--- src/rtl/pulse_distributor_ctrl.sv ---
// Burst sequencer rotating a one-hot phase across q[3:0]; all outputs registered, first phase appears the cycle after start.
// No backpressure: start is ignored outside IDLE, stop aborts a running burst on the next edge.
module pulse_distributor_ctrl #(
    parameter int WIDTH_W = 8,
    parameter int COUNT_W = 8
) (
    input  logic               clk,
    input  logic               reset,
    input  logic               start,
    input  logic               stop,
    input  logic               dir,
    input  logic [WIDTH_W-1:0] phase_width,
    input  logic [COUNT_W-1:0] rounds,
    output logic [3:0]         q,
    output logic [1:0]         phase_idx,
    output logic [COUNT_W-1:0] round_cnt,
    output logic               busy,
    output logic               done
);

    typedef enum logic [1:0] {S_IDLE, S_RUN, S_DONE} state_t;

    state_t             state_q, state_d;
    logic               dir_q, dir_d;
    logic [WIDTH_W-1:0] width_q, width_d;
    logic [COUNT_W-1:0] rounds_q, rounds_d;
    logic [WIDTH_W-1:0] ph_cnt_q, ph_cnt_d;
    logic [1:0]         idx_q, idx_d;
    logic [3:0]         q_q, q_d;
    logic [COUNT_W-1:0] cnt_q, cnt_d;
    logic               busy_q, busy_d;
    logic               done_q, done_d;

    logic               launch;
    logic               phase_end;
    logic               last_phase;
    logic [COUNT_W-1:0] cnt_inc;
    logic               burst_end;

    assign launch     = start && !stop;
    assign phase_end  = (ph_cnt_q == width_q);
    assign last_phase = dir_q ? (idx_q == 2'd0) : (idx_q == 2'd3);
    assign cnt_inc    = cnt_q + 1'b1;
    // rounds of zero means run until stopped, so it never ends a burst
    assign burst_end  = phase_end && last_phase && (rounds_q != '0) && (cnt_inc == rounds_q);

    always_ff @(posedge clk or posedge reset) begin
        if (reset) begin
            state_q  <= S_IDLE;
            dir_q    <= 1'b0;
            width_q  <= '0;
            rounds_q <= '0;
            ph_cnt_q <= '0;
            idx_q    <= 2'd0;
            q_q      <= 4'b0000;
            cnt_q    <= '0;
            busy_q   <= 1'b0;
            done_q   <= 1'b0;
        end else begin
            state_q  <= state_d;
            dir_q    <= dir_d;
            width_q  <= width_d;
            rounds_q <= rounds_d;
            ph_cnt_q <= ph_cnt_d;
            idx_q    <= idx_d;
            q_q      <= q_d;
            cnt_q    <= cnt_d;
            busy_q   <= busy_d;
            done_q   <= done_d;
        end
    end

    always_comb begin
        state_d = state_q;
        case (state_q)
            S_IDLE:  if (launch) state_d = S_RUN;
            S_RUN: begin
                if (stop)           state_d = S_IDLE;
                else if (burst_end) state_d = S_DONE;
            end
            S_DONE:  state_d = S_IDLE;
            default: state_d = S_IDLE;
        endcase
    end

    always_comb begin
        dir_d    = dir_q;
        width_d  = width_q;
        rounds_d = rounds_q;
        ph_cnt_d = ph_cnt_q;
        idx_d    = idx_q;
        q_d      = q_q;
        cnt_d    = cnt_q;
        busy_d   = busy_q;
        done_d   = 1'b0;
        case (state_q)
            S_IDLE: begin
                if (launch) begin
                    dir_d    = dir;
                    width_d  = (phase_width == '0) ? WIDTH_W'(1) : phase_width;
                    rounds_d = rounds;
                    cnt_d    = '0;
                    ph_cnt_d = WIDTH_W'(1);
                    idx_d    = dir ? 2'd3 : 2'd0;
                    q_d      = dir ? 4'b1000 : 4'b0001;
                    busy_d   = 1'b1;
                end
            end
            S_RUN: begin
                if (stop) begin
                    q_d    = 4'b0000;
                    idx_d  = 2'd0;
                    busy_d = 1'b0;
                end else if (phase_end) begin
                    ph_cnt_d = WIDTH_W'(1);
                    if (last_phase) cnt_d = cnt_inc;
                    if (burst_end) begin
                        q_d    = 4'b0000;
                        idx_d  = 2'd0;
                        busy_d = 1'b0;
                        done_d = 1'b1;
                    end else begin
                        idx_d = dir_q ? (idx_q - 2'd1) : (idx_q + 2'd1);
                        q_d   = 4'b0001 << idx_d;
                    end
                end else begin
                    ph_cnt_d = ph_cnt_q + 1'b1;
                end
            end
            default: ;
        endcase
    end

    assign q         = q_q;
    assign phase_idx = idx_q;
    assign round_cnt = cnt_q;
    assign busy      = busy_q;
    assign done      = done_q;

endmodule

--- config.mk ---
export PLATFORM = sky130hd
export DESIGN_NAME = pulse_distributor_ctrl
export DESIGN_NICKNAME = d
export VERILOG_FILES = /design/src/rtl/pulse_distributor_ctrl.sv
export SDC_FILE = /design/constraint.sdc
export NUM_CORES = 1
export LEC_CHECK = 0
export ABC_AREA = 1
export BUFFER_PORTS_ARGS = -buffer_cell sky130_fd_sc_hd__buf_2
export CORE_UTILIZATION = 37
export DETAILED_ROUTE_END_ITERATION = 8
export GPL_ROUTABILITY_DRIVEN = 0
export PLACE_DENSITY = 0.57
export SETUP_SLACK_MARGIN = 0.1
export SYNTH_ARGS = -nofsm -noshare
export SYNTH_HDL_FRONTEND = slang
export SYNTH_SLANG_ARGS = --single-unit
--- constraint.sdc ---
create_clock -name clk -period 2.4 [get_ports clk]
set_input_delay 0.12 -clock clk [delete_from_list [all_inputs] [get_ports clk]]
set_output_delay 0.12 -clock clk [all_outputs]
set_load 0.05 [all_outputs]
==> qor.csv, run 1 <==
stage,metric,value,unit
route,Pre-Repair DR Iteration Count,4,
synthesis,asr flop ratio synth,1.000,
sta,Sum Neg Setup Slack,0,ns
global_route,vias in the first global route,1977,
worst_hold_path,Hold Path End,rounds_q[3],
worst_hold_path,HP Class,input pin to register,
route,WL per Instance,11.94,um
synthesis,YS warnings,0,
power,"IR drop worst, VDD",0.2931,mV
route,# DRC,0,
synthesis,"EDFF count, synth",0,
synthesis,top-area cell type share of the netlist area,0.4428,
clock_network,Clock Latency Late Sink,0.30,ns
power,Power Density,735.7,nW/um2
sta,Tightest Pin Transition,0.5598,ns
synthesis,Synth top cells by count,"nand2_1, dfrtp_1, inv_1, nor2_1, o21ai_0",
synthesis,post-synthesis cell type count,31,
clock_network,Bufs on Longest Clock Path,2,
clock_network,htree depth,2,
worst_setup_path,Setup crit start,round_cnt[0],
synthesis,largest area contributor in the synthesized netlist,dfrtp_1,
sta,skew final,0.005589,ns
sta,Fin. Hold Viols,0,
route,ANT nets after route,0,
global_route,grt ovf,0,
clock_network,post-CTS sizing,0,
clock_network,TritonCTS clock tree,done,
placement,DP Cell Count,429,
sta,Pins Over Slew Limit,0,
clock_network,TritonCTS Buffers,5,
synthesis,syn_nets,343,
worst_setup_path,RR Endpoint,busy,
sta,unrepaired setup endpoints after global routing,no,
clock_network,setup bufs post-CTS,0,
synthesis,Synth area leaders,"dfrtp_1, nand2_1, inv_1",
worst_setup_path,crit path DAT,2.04,ns
synthesis,Synth Register Bits,43,
synthesis,most numerous cell in the Yosys netlist,nand2_1,
die,Die H,83.04,um
global_route,initial antenna violation count,0,
power,P_leak,1.424,nW
sta,Final min period,1.852,ns
clock_network,Clock Tree Root,clkbuf_8,
final_layout,Area Overhead vs Synth,15.09,%
sta,fmax,540.1,MHz
synthesis,Post-Synthesis Cells,316,
route,"wirelength, routed",5.204,mm
global_route,global-route wire length before repair,9.039,mm
outcome,status,completed,
placement,# port buffers,36,
job,max_cap viols,0,
clock_network,clock slew at reported path FFs,0.08,ns
worst_setup_path,CP Class,register to register,
sta,final setup violation count,0,
synthesis,post-synthesis sequential area ratio,0.4428,
worst_setup_path,Critical Path Source Type,register,
sta,Max-slew headroom,0.6268,
die,Placeable Area,6350,um2
die,# rows,29,
sta,Final Cycle Share,0.7715,
worst_setup_path,reg-to-reg setup timing slack,0.55,ns
route,vias post-DR,2055,
final_layout,Non-Filler Instances,436,
synthesis,cell area after synthesis,2430,um2
placement,DP Wirelength,3.905,mm
worst_setup_path,Reg-to-Reg Start,round_cnt[0],
die,IO Pins,37,
worst_setup_path,crit-path max FO,7,
worst_hold_path,hold_sp,rounds[3],
die,Starting Density,0.3827,
synthesis,Avg Inst Size Synth,7.689,um2
die,Die ar.,6895,um2
worst_setup_path,Critical Path Sink Type,register,
global_route,largest net degree at the start of global routing,44,
route,Vias/cell,4.713,
clock_network,clock sinks,43,
die,die width,83.04,um
route,Initial DRC Count,65,
final_layout,nets,387,
global_route,Tot GR Track Use,0.1637,
final_layout,ANT cells,0,
worst_hold_path,Min-Delay Path Depth,3,
worst_setup_path,CP required,2.58,ns
final_layout,layout cells sized above 1,0.1978,
worst_setup_path,Reg2Reg Depth,11,
synthesis,ys flop type,dfrtp_1,
[how the worst max path moves through the flow]
stage	endpoint	cells after the start
6_report	busy	11
3_5_place_dp	busy	11
4_1_cts	busy	11
5_1_grt	busy	11
3_3_place_gp	busy	11
2_1_floorplan	busy	10
[per-stage QoR]
stage          instance area (um2)  power, mW  hold WS [ns]  setup WS, ns    util
5_1_grt                       2796      2.218       0.01879        0.3688  0.4404
2_1_floorplan                 2430      1.466        0.1935        0.3417       -
4_1_cts                       2796      2.092      0.004687        0.5459  0.4404
3_3_place_gp                  2714      1.634        0.2957        0.6064  0.4274
6_report                      2796      2.057       0.01503        0.5484  0.4404
3_5_place_dp                  2714      1.641        0.3080        0.5650  0.4274
[layer usage]
metal  global-route usage  vias to the layer above  share of wire
li1                     -                     1092              -
met1               0.2111                      914           0.49
met2               0.2645                       40           0.45
met3              0.04473                        9          0.039
met4              0.05643                        0          0.019
met5                    0                        -              0
[area by class of cell]
class | instances | area [um2]
Fill cell | 644 | 3553
Multi-Input combinational cell | 222 | 1160
Sequential cell | 43 | 1076
Clock buffer | 6 | 72.57
Inverter | 49 | 186.4
Timing Repair Buffer | 39 | 205.2
Tap cell | 77 | 96.34
[power by group]
part	leakage [nW]	switching, mW	total [mW]	internal (mW)
clock	0.0371	0.238	0.432	0.194
combinational	0.834	0.449	0.671	0.222
sequential	0.553	0.113	0.954	0.841
total	1.42	0.800	2.06	1.26
[kinds of logic (layout without fill, tap and decap cells)]
kind of cell             after synthesis  count (layout)  synth area share
AO/OA/AOI/OAI                         39              39           0.08239
XOR/XNOR                               6               6           0.02729
adder cells (fa/ha/maj)                6               6           0.03090
buffers and inverters                 51              94           0.07982
flip-flops                            43              43            0.4428
AND/OR/NAND/NOR                      171             171            0.3368
[cell usage in the layout (no fill, tap or decap), types with 2 or more instances in the layout]
| master | synthesis | routed |
|---|---|---|
| nand2_1 | 91 | 91 |
| dfrtp_1 | 43 | 43 |
| inv_1 | 40 | 40 |
| buf_2 | 0 | 36 |
| nor2_1 | 24 | 24 |
| o21ai_0 | 20 | 20 |
| nand3_1 | 16 | 16 |
| a21oi_1 | 12 | 12 |
| nor3_1 | 9 | 9 |
| inv_2 | 6 | 6 |
| nor2_2 | 6 | 6 |
| ha_1 | 6 | 6 |
| nand4_1 | 5 | 5 |
| clkbuf_8 | 0 | 5 |
| nand2_2 | 4 | 4 |
| xor2_1 | 4 | 4 |
| nor2_4 | 4 | 4 |
| o22ai_1 | 4 | 4 |
| o21ai_1 | 3 | 3 |
| clkinv_1 | 2 | 2 |
| nand3_2 | 2 | 2 |
| nor3b_1 | 2 | 2 |
| nor4_1 | 2 | 2 |
| buf_4 | 0 | 2 |
[sequential cells by signal, indices dropped and copies added, names as in the netlist, 2 cells and up]
register and count:
ph_cnt_q 8, phase_idx 2, q 4, round_cnt 8, rounds_q 8, state_q 2
width_q 8
[what timing repair did]
action	in CTS	in global routing
endpoints found under the setup margin	0	0
hold endpoints to repair	43	0
hold buffers	1	0
[worst max-delay path: stages (launching register included)]
cell and delay, ns:
dfrtp_1 0.46, ha_1 0.36, xnor2_1 0.14, nand2_1 0.06, nor2_1 0.09, nand4_1 0.11
nor2_2 0.16, nand3_4 0.13, nand2_4 0.10, nand2_2 0.04, nand2_1 0.05, nand2_1 0.04
Note: power is estimated with default switching activity, not from simulation.
==> inputs of run 2 (changes only) <==
Settings changed: ABC_AREA 1 to 0, PLACE_DENSITY 0.57 to 0.59.
Clock period 2.4 ns to 1.5 ns, I/O delays scaled along.
==> run 2 against run 1 <==
Against the previous run:
- the flow now finishes with violations (setup timing)
- wire length up 21%
- register-to-register slack lost 1.1 ns
- combinational power up 130%
- sequential share of layout area decreased by 10 points
- largest cell class unchanged
- highest routed layer unchanged
==> qor.csv, run 2 <==
stage,metric,value,unit,change
global_route,grt ovf,0,,unchanged
power,P_leak,1.802,nW,was 1.424 nW
global_route,largest net degree at the start of global routing,44,,unchanged
global_route,vias in the first global route,2115,,was 1977
power,Design Power,4.114,mW,was 2.057 mW
route,Pre-Repair DR Iteration Count,4,,unchanged
worst_setup_path,Critical Path Source Type,register,,unchanged
sta,Pins Over Slew Limit,0,,unchanged
worst_setup_path,CP Class,register to register,,unchanged
synthesis,largest area contributor in the synthesized netlist,dfrtp_1,,unchanged
route,vias post-DR,2164,,was 2055
die,Starting Density,0.3910,,was 0.3827
synthesis,top-area cell type share of the netlist area,0.4541,,was 0.4428
worst_setup_path,worst-path cell chain,"ha_4, o21ba_4, a221oi_4, o32ai_2, nor4_4, nor2_1, a31o_2",,"was ha_1, xnor2_1, nand2_1, nor2_1, nand4_1, nor2_2, nand3_4, nand2_4, nand2_2, nand2_1, nand2_1"
sta,Max-slew headroom,0.7652,,was 0.6268
sta,Final Cycle Share,1.388,,was 0.7715
placement,Placed Area,3252,um2,was 2714 um2
synthesis,Synth top cells by count,"dfrtp_1, xor2_1, nor2_1, mux2_2, nand2_1",,"was nand2_1, dfrtp_1, inv_1, nor2_1, o21ai_0"
final_layout,final instance area,3879,um2,was 2796 um2
sta,final setup violation count,41,,was 0
synthesis,post-synthesis sequential area ratio,0.4541,,was 0.4428
placement,# port buffers,36,,unchanged
sta,fmax,480.4,MHz,was 540.1 MHz
global_route,global-route wire length before repair,9.894,mm,was 9.039 mm
clock_network,Clock Tree Root,clkbuf_8,,unchanged
worst_setup_path,slowest CP cell,dfrtp_2,,was dfrtp_1
route,# DRC,0,,unchanged
sta,Fin. Hold Viols,0,,unchanged
final_layout,layout cells sized above 1,0.5686,,was 0.1978
sta,skew final,0.006568,ns,was 0.005589 ns
route,WL per Instance,14.79,um,was 11.94 um
worst_setup_path,crit-path max FO,5,,was 7
synthesis,cell area after synthesis,2370,um2,was 2430 um2
die,Die H,82.03,um,was 83.04 um
worst_setup_path,CP required,1.69,ns,was 2.58 ns
global_route,Tot GR Track Use,0.1986,,was 0.1637
synthesis,Synth Register Bits,43,,unchanged
worst_setup_path,CP bufs+invs,0,,unchanged
synthesis,syn_nets,252,,was 343
die,# rows,28,,was 29
die,Die ar.,6729,um2,was 6895 um2
worst_hold_path,HP Class,input pin to register,,unchanged
synthesis,asr flop ratio synth,1.000,,unchanged
synthesis,"EDFF count, synth",0,,unchanged
synthesis,Avg Inst Size Synth,10.53,um2,was 7.689 um2
worst_setup_path,critical path's top delay family,compound AO/OA/AOI/OAI gates,,was simple AND/OR/NAND/NOR gates
clock_network,TritonCTS clock tree,done,,unchanged
worst_setup_path,critical path's largest stage delay,0.45,ns,was 0.46 ns
clock_network,htree depth,2,,unchanged
final_layout,ANT cells,0,,unchanged
synthesis,YS warnings,0,,unchanged
job,max_cap viols,0,,unchanged
route,Vias/cell,5.092,,was 4.713
clock_network,Bufs on Longest Clock Path,2,,unchanged
worst_setup_path,Critical Path Sink Type,register,,unchanged
sta,unrepaired setup endpoints after global routing,yes,,was no
route,ANT nets after route,0,,unchanged
final_layout,most frequent cells in the layout,"buf_4, buf_2, dfrtp_1, mux2_4, xor2_1",,"was nand2_1, dfrtp_1, inv_1, buf_2, nor2_1"
outcome,status,finished with violations,,was completed
final_layout,Area Overhead vs Synth,63.67,%,was 15.09%
route,Initial DRC Count,76,,was 65
synthesis,Synth area leaders,"dfrtp_1, mux2_2, xor2_1",,"was dfrtp_1, nand2_1, inv_1"
synthesis,post-synthesis cell type count,52,,was 31
synthesis,most numerous cell in the Yosys netlist,dfrtp_1,,was nand2_1
sta,Final WS setup,-0.5817,ns,was 0.5484 ns
clock_network,TritonCTS Buffers,5,,unchanged
clock_network,clock slew at reported path FFs,0.09,ns,was 0.08 ns
die,die width,82.03,um,was 83.04 um
die,IO Pins,37,,unchanged
outcome,failing checks,setup timing,,
placement,DP Wirelength,4.102,mm,was 3.905 mm
clock_network,clock sinks,43,,unchanged
sta,Sum Neg Setup Slack,-9.385,ns,was 0 ns
final_layout,"commonest non-fill, non-tap cell in the layout",buf_4,,was nand2_1
power,Power Density,1061,nW/um2,was 735.7 nW/um2
route,"wirelength, routed",6.285,mm,was 5.204 mm
worst_setup_path,crit path DAT,2.27,ns,was 2.04 ns
synthesis,Post-Synthesis Cells,225,,was 316
sta,Final min period,2.082,ns,was 1.852 ns
sta,Tightest Pin Transition,0.3522,ns,was 0.5598 ns
final_layout,nets,376,,was 387
placement,Worst Setup Slack post-DPL,-0.5534,ns,was 0.5650 ns
clock_network,Clock Latency Late Sink,0.30,ns,about the same
synthesis,ys flop type,dfrtp_1,,unchanged
die,Placeable Area,6061,um2,was 6350 um2
power,"IR drop worst, VDD",0.7346,mV,was 0.2931 mV
final_layout,Final Core Density,0.6400,,was 0.4404
global_route,initial antenna violation count,0,,unchanged
## run 2: what timing repair did
action | CTS | global route
setup buffers | 8 | 5
cloned | 3 | 0
resized for setup | 48 | 25
endpoints found under the setup margin | 42 | 42
hold endpoints to repair | 48 | 2
hold buffers | 6 | 2
pin swaps | 18 | 18
## run 2: cell type report
cell class | count | area, um2
Fill cell | 495 | 2182
Multi-Input combinational cell | 165 | 1559
Sequential cell | 43 | 1086
Timing Repair Buffer | 126 | 977.2
Tap cell | 75 | 93.84
Clock buffer | 6 | 72.57
Clock inverter | 2 | 60.06
Inverter | 8 | 30.03
## run 2: final timing paths
path / from / endpoint / slack, ns / cells after the start
max: round_cnt[1] / q[2] / -0.58 / 7
min: rounds[3] / rounds_q[3] / 0.01 / 2
max reg2reg: round_cnt[1] / q[2] / -0.58 / 7
min reg2reg: busy / busy / 0.48 / 1
max in group asynchronous: reset / phase_idx[0] / 0.93 / 4
min in group asynchronous: reset / rounds_q[1] / 0.35 / 4
## run 2: kinds of logic after synthesis
| group | synth area share |
|---|---|
| adder cells (fa/ha/maj) | 0.03168 |
| AO/OA/AOI/OAI | 0.1357 |
| flip-flops | 0.4541 |
| buffers and inverters | 0.03062 |
| XOR/XNOR | 0.09240 |
| AND/OR/NAND/NOR | 0.1890 |
| multiplexers | 0.06653 |
## run 2: through the flow
step,instances,hold WS [ns]
floorplan,225,0.1918
global route,425,0.006571
detailed placement,396,0.1287
CTS,420,0.0009298
global placement,396,0.1252
finish,425,0.01391
## run 2: routing by layer
metal / global-route usage / wire length (um) / vias up
met5: 0 / 0 / -
met4: 0.08246 / 112 / 0
met3: 0.03556 / 269 / 12
met2: 0.3198 / 3132 / 57
met1: 0.2611 / 2770 / 1035
li1: - / - / 1060
## run 2: where the power goes
part           total, mW  leakage (nW)  internal [mW]  switching [mW]
combinational       1.55          1.20          0.805           0.741
clock               1.09        0.0654          0.666           0.421
sequential          1.48         0.535           1.34           0.146
total               4.11          1.80           2.81            1.31
